[config.mk]
export PLATFORM = sky130hd
export DESIGN_NAME = adder_share_arb
export DESIGN_NICKNAME = d
export VERILOG_FILES = /design/src/rtl/adder_share_arb.sv
export SDC_FILE = /design/constraint.sdc
export NUM_CORES = 1
export LEC_CHECK = 0
export ABC_AREA = 1
export CORE_AREA = 2 2 103 105
export CTS_CLUSTER_DIAMETER = 100
export CTS_CLUSTER_SIZE = 20
export DETAILED_ROUTE_END_ITERATION = 8
export DIE_AREA = 0 0 105 107
export GPL_TIMING_DRIVEN = 0
export PLACE_DENSITY = 0.71
export SKIP_LAST_GASP = 1
export SYNTH_ARGS = -nofsm -noshare
export SYNTH_HDL_FRONTEND = slang
export SYNTH_SLANG_ARGS = --single-unit
[constraint.sdc]
create_clock -name clk_i -period 2.4 [get_ports clk_i]
set_input_delay 0.48 -clock clk_i [delete_from_list [all_inputs] [get_ports clk_i]]
set_output_delay 0.48 -clock clk_i [all_outputs]
set_load 0.02 [all_outputs]
[src/rtl/adder_share_arb.sv]
// adder_share_arb
//
// Round-robin arbiter that lets two requesters share one combinational adder.
// The winning operand pair is steered onto the shared adder. The returned sum,
// the requester index and the signed-overflow flag are captured in a
// one-entry result register. That register has a valid/ready handshake toward
// the consumer.
//
// Ports
//   clk_i                    rising-edge clock
//   rst_i                    synchronous active-low reset
//   req0_valid_i/_src1_i/_src2_i, req0_ready_o   requester 0 handshake + operands
//   req1_valid_i/_src1_i/_src2_i, req1_ready_o   requester 1 handshake + operands
//   add_src1_o, add_src2_o   operands driven to the shared adder
//   add_sum_i                sum returned combinationally by the shared adder
//   res_valid_o, res_ready_i result handshake toward the consumer
//   res_data_o, res_id_o, res_ovf_o   registered sum, requester index, overflow
//
// State table
//   state | meaning
//   EMPTY | result register holds nothing; any grant is accepted
//   FULL  | result register holds a result; accept only when it drains this cycle

module adder_share_arb #(
    parameter int DATA_W = 32
) (
    input  logic              clk_i,
    input  logic              rst_i,
    input  logic              req0_valid_i,
    input  logic [DATA_W-1:0] req0_src1_i,
    input  logic [DATA_W-1:0] req0_src2_i,
    output logic              req0_ready_o,
    input  logic              req1_valid_i,
    input  logic [DATA_W-1:0] req1_src1_i,
    input  logic [DATA_W-1:0] req1_src2_i,
    output logic              req1_ready_o,
    output logic [DATA_W-1:0] add_src1_o,
    output logic [DATA_W-1:0] add_src2_o,
    input  logic [DATA_W-1:0] add_sum_i,
    output logic              res_valid_o,
    output logic [DATA_W-1:0] res_data_o,
    output logic              res_id_o,
    output logic              res_ovf_o,
    input  logic              res_ready_i
);

    typedef enum logic {
        EMPTY = 1'b0,
        FULL  = 1'b1
    } state_t;

    state_t state;
    logic   last_grant;
    logic   grant_valid;
    logic   grant_id;
    logic   can_accept;
    logic   accept;
    logic   ovf_next;

    // Under contention the winner is the index that did not win last time.
    always_comb begin
        grant_valid = 1'b0;
        grant_id    = 1'b0;
        if (req0_valid_i && req1_valid_i) begin
            grant_valid = 1'b1;
            grant_id    = ~last_grant;
        end else if (req0_valid_i) begin
            grant_valid = 1'b1;
            grant_id    = 1'b0;
        end else if (req1_valid_i) begin
            grant_valid = 1'b1;
            grant_id    = 1'b1;
        end
    end

    assign can_accept   = (state == EMPTY) || res_ready_i;
    assign accept       = can_accept && grant_valid;
    assign req0_ready_o = accept && !grant_id;
    assign req1_ready_o = accept && grant_id;

    // Steering ignores can_accept so the operands stay visible during a stall.
    always_comb begin
        add_src1_o = '0;
        add_src2_o = '0;
        if (grant_valid) begin
            if (grant_id) begin
                add_src1_o = req1_src1_i;
                add_src2_o = req1_src2_i;
            end else begin
                add_src1_o = req0_src1_i;
                add_src2_o = req0_src2_i;
            end
        end
    end

    // Signed overflow: operands agree in sign but the sum does not.
    assign ovf_next = (add_src1_o[DATA_W-1] == add_src2_o[DATA_W-1]) &&
                      (add_sum_i[DATA_W-1] != add_src1_o[DATA_W-1]);

    assign res_valid_o = (state == FULL);

    always_ff @(posedge clk_i) begin
        if (!rst_i) begin
            state      <= EMPTY;
            res_data_o <= '0;
            res_id_o   <= 1'b0;
            res_ovf_o  <= 1'b0;
            last_grant <= 1'b1;
        end else if (accept) begin
            // Covers the drain-and-refill case: the new result overwrites with no bubble.
            state      <= FULL;
            res_data_o <= add_sum_i;
            res_id_o   <= grant_id;
            res_ovf_o  <= ovf_next;
            last_grant <= grant_id;
        end else if ((state == FULL) && res_ready_i) begin
            state <= EMPTY;
        end
    end

endmodule

# [Word-level counts from Yosys, hierarchy flattened]
# Cells that the tools add are included.
[totals] reg_bits=36 latchBits=0 ram_bits=0 rom_bits=0 out_inout_bits=101 word_cells=29 mem_count=0
[classes] n_addsub=0 n_mul=0 div=0 order_cmp=0 eq_ne=2 shifts=0 mux=11 bitwise=2 reduce_logical=9
[op_table] cell="$mux 32" count=4
[op_table] cell="$mux 1" count=7
[op_table] cell="$logic_and 1x1->1" count=6
[op_table] cell="$not 1->1" count=2
[op_table] cell="$reduce_bool 2->1" count=1
[op_table] cell="$eq 1x1->1" count=1
[op_table] cell="$logic_not 1->1" count=1
[op_table] cell="$logic_or 1x1->1" count=1
[op_table] cell="$ne 1x1->1" count=1

# [Longest topological paths before layout]
# Gate-level depths: netlist of the first run.
[depth] word_depth=7 depth_mapped=10

# [Worst setup path before layout of the first run]
# OpenSTA, ideal clock, no wires.
[synth_timing] kind="in2out" from="input req0_valid_i" to="output add_src1_o[22]" arrival_ns=1.195 path_slack_ns=0.725 stages=7 cell_sequence="nand2_2 > nand2_2 > buf_12 > inv_8 > buf_6 > nand2_2 > nand2_1"
[synth_via] elab_chain_cells=4
[synth_rtl] item="start: declaration" line_no="29" source="input logic req0_valid_i,"
[synth_rtl] item="$mux 1 or $logic_and 1x1->1 (tied branches)" line_no="67, 64"
[synth_rtl] item="$mux 1" line_no="64" source="if (req0_valid_i && req1_valid_i) begin"
[synth_rtl] item="$mux 32" line_no="86" source="if (grant_id) begin"
[synth_rtl] item="$mux 32 *" line_no="85" source="if (grant_valid) begin"
[synth_rtl] item="end: declaration" line_no="37" source="output logic [DATA_W-1:0] add_src1_o,"
# Every way passes the cells marked *; elsewhere a longest branch is shown, timed or not.

# [Final worst setup path of the first run]
[layout_timing] from="input res_ready_i" to="output req0_ready_o"
[layout_via] elab_chain_cells=3
[layout_rtl] item="start: declaration" line_no="44" source="input logic res_ready_i"
[layout_rtl] item="$logic_or 1x1->1" line_no="76" source="assign can_accept = (state == EMPTY) || res_ready_i;"
[layout_rtl] item="$logic_and 1x1->1" line_no="77" source="assign accept = can_accept && grant_valid;"
[layout_rtl] item="$logic_and 1x1->1" line_no="78" source="assign req0_ready_o = accept && !grant_id;"
[layout_rtl] item="end: declaration" line_no="32" source="output logic req0_ready_o,"
# No other way between the ends.

==> summary.md, run 1 <==
| Metric | Value |
|---|---|
| Status | `finished, final reports clean` |
| TritonCTS clock tree | `yes` |
| Crit path arrival time | `1.85 ns` |
| CP peak stage delay | `0.50 ns` |
| Main flop type after synthesis | `dfxtp_1` |
| P&R area growth vs syn | `117%` |
| Largest net degree at the start of global routing | `12` |
| WHS | `0.475 ns` |
| DRC viols | `0` |
| Number of enable flip-flop cells after synthesis | `0` |
| Avg Vias per Cell | `~4.4` |
| Max Cap Viol | `0` |
| Yosys top cell by area | `dfxtp_1` |
| Finished Cell Area | `5300 um2` |
| Layout cells sized above 1 | `0.105` |
| Worst Path Buf+Inv | `4` |
| Site row count | `37` |
| Num CTS Buffers | `5` |
| Initial DRC Count | `~300` |
| CP delay by family, top | `buffers and inverters` |
| Slew headroom | `0.736` |
| Nets@finish | `821` |
| DRT Wirelength | `11400 um` |
| Slew Viols, Final | `0` |
| Clk sink count | `36` |
| Startpoint Class | `input pin` |
| Worst-path clk slew | `0.07 ns` |
| Worst EP required | `1.92 ns` |
| Tcrit/Tclk final | `0.971` |
| Crit-path slowest cell | `clkdlybuf4s50_1` |
| GP Congestion | `between 0.8 and 0.9` |
| Top-count cell post-synth | `nand2_1` |
| Syn Area/Cell | `6.36 um2` |
| ANT cells | `0` |
| Post-Route Skew | `0.00723 ns` |
| Leak pwr | `2.52 nW` |
| Clock Tree Root | `clkbuf_8` |
| Initial Util | `0.242` |
| Hold_buf cts | `0` |
| Top Metal Used | `met5` |
| Die ar. | `11200 um2` |
| Hold Path Class | `reg -> reg` |
| Seq/Total Area, Yosys | `0.295` |
| Worst slew pin tran | `0.395 ns` |
| Async set-reset flop share out of synthesis | `0` |
| Critical Path Sink Type | `output pin` |
| Number of setup violations in the final report | `0` |
| Die height | `107 um` |
| WL/cell | `between 10 and 15 um` |
| Fillers | `around 1000` |
| Post-synthesis register bit count | `36` |
| Vias in the first global route | `3364` |
| Vias | `3521` |
| Routed metal-1 wire length | `between 4000 and 5000 um` |
| DP Area | `5270 um2` |
| Min cycle time layout | `2.33 ns` |
| Pwr Density | `430 nW/um2` |
| Max rail drop VDD | `381 uV` |
| Clock insertion delay at the later pin of the skew report | `around 0.28 ns` |
| Die X | `105 um` |
| Register area | `721 um2` |
| Multi-input gate area | `1390 um2` |
| Synth warn | `0` |
| Top cells by area, synth | `dfxtp_1, nand2_1, nand3_1` |
| I/O Buffers | `265` |
| Crit-path max FO | `10` |
| Initial antenna violation count | `3` |
| Post-Synthesis Cells | `roughly 380` |
| DP HPWL | `between 9000 and 10000 um` |
| Met3 Routed Length | `1060 um` |
| GRT Resource Usage Total | `0.189` |
| First-pass GRT wire length | `between 15000 and 20000 um` |
| Post-synth top cells | `nand2_1, nand3_1, nor2_1` |
| RSZ-0062 raised after global routing | `no` |
| Routed wl met2 | `5500 um` |
| Syn_nets | `549` |
| Endpoints failing hold | `0` |
| Gr ovfl total | `0` |
| Post-synthesis cell area | `around 2400 um2` |
| Max Clk Rate | `roughly 430 MHz` |
| Synth top area share | `0.295` |
| CTS HTree Levels | `2` |
| Detail Route Antenna Nets | `0` |
| Deepest clock path buffer count | `2` |
| # IOs | `266` |
| Core Area | `10100 um2` |
| First-pass detailed-route iteration total | `5` |
| Worst setup margin | `approximately 0.070 ns` |
| Pre-CTS WS | `-0.513 ns` |
| Synth unique cells | `17` |
| Worst setup path class | `in -> out` |
| Crit-path cells | `clkdlybuf4s50_1 > nor2_4 > nor2_8 > inv_6 > buf_12 > nor2_2 > clkdlybuf4s15_1` |
-- layer usage --
layer  global-route usage  up-vias
li1                     -     1763
met1                0.210     1551
met2                0.336      166
met3               0.0693       35
met4               0.0590        6
met5                    0        -
-- worst reg2reg max path: stages, from the launching register on --
cell and delay (ns):
dfxtp_1 0.33, inv_1 0.06, nor2_4 0.17, nor2_8 0.09, buf_6 0.15, o21ai_0 0.16
nor2_1 0.06
-- placed cells by master (no fill, tap or decap), types with 2 or more instances in the layout --
| cell | n |
|---|---|
| clkdlybuf4s50_1 | 199 |
| nand2_1 | 123 |
| nand3_1 | 67 |
| dlygate4sd2_1 | 64 |
| nor2_1 | 52 |
| dfxtp_1 | 36 |
| o21ai_0 | 25 |
| nor2_2 | 18 |
| buf_6 | 17 |
| nand2_2 | 13 |
| inv_1 | 8 |
| o21ai_1 | 7 |
| clkbuf_2 | 6 |
| clkbuf_8 | 5 |
| clkbuf_1 | 4 |
| buf_12 | 3 |
| a21oi_1 | 2 |
-- repair_timing --
item,4_1_cts,5_1_grt
resized for setup,74,1
setup endpoints to repair,66,1
setup buffers,0,0
hold endpoints to repair,0,0
-- report_power, final --
part	switching, mW	internal, mW	total [mW]
combinational	0.522	0.559	1.08
sequential	0.0277	0.652	0.679
clock	0.210	0.308	0.518
-- logic make-up after synthesis --
logic type      count (synthesis)  share of synthesized area
simple gates                  275                      0.498
buf+inv                        39                      0.137
flops                          36                      0.295
compound gates                 34                     0.0696
-- worst paths after layout --
check                                 start  slack (ns)  cells past startpoint              to
worst max-delay path            res_ready_i        0.07                      7    req0_ready_o
worst min-delay path               res_id_o        0.47                      2        res_id_o
worst min register to register     res_id_o        0.47                      2        res_id_o
worst max register to register  res_valid_o        1.25                      6  res_data_o[18]
-- flip-flops by register name, indices dropped and copies added (netlist names) --
name and cells:
res_data_o 32, last_grant 1, res_id_o 1, res_ovf_o 1
res_valid_o 1
-- metrics by stage --
stage | util | setup TNS, ns | std cells | power (mW)
4_1_cts | 0.525 | 0 | 793 | 2.31
3_3_place_gp | 0.522 | -27.41 | 785 | 1.84
5_1_grt | 0.525 | 0 | 793 | 2.42
3_5_place_dp | 0.522 | -28.44 | 785 | 1.85
6_report | 0.525 | 0 | 793 | 2.28
2_1_floorplan | - | 0 | 384 | 1.20
-- area by class of cell --
| class | count | area share |
|---|---|---|
| plain buffers | 29 | 0.0552 |
| clock buffers | 6 | 0.0137 |
| clock inverters | 2 | 0.00661 |
| inverters | 10 | 0.00944 |
| multi-input cells | 309 | 0.262 |
| flip-flops and latches | 36 | 0.136 |
| well taps | 136 | 0.0321 |
| repair buffers | 265 | 0.485 |
No activity file was read; power rests on OpenSTA's default activity.
==> run 2, diff against run 1 <==
--- a/config.mk
+++ b/config.mk
@@ -7,7 +7,7 @@
 export LEC_CHECK = 0
 export ABC_AREA = 1
 export CORE_AREA = 2 2 103 105
-export CTS_CLUSTER_DIAMETER = 100
+export CTS_CLUSTER_DIAMETER = 30
 export CTS_CLUSTER_SIZE = 20
 export DETAILED_ROUTE_END_ITERATION = 8
 export DIE_AREA = 0 0 105 107
==> results of run 2 <==
Final layout, timing and power as in run 1 (identical DEF).
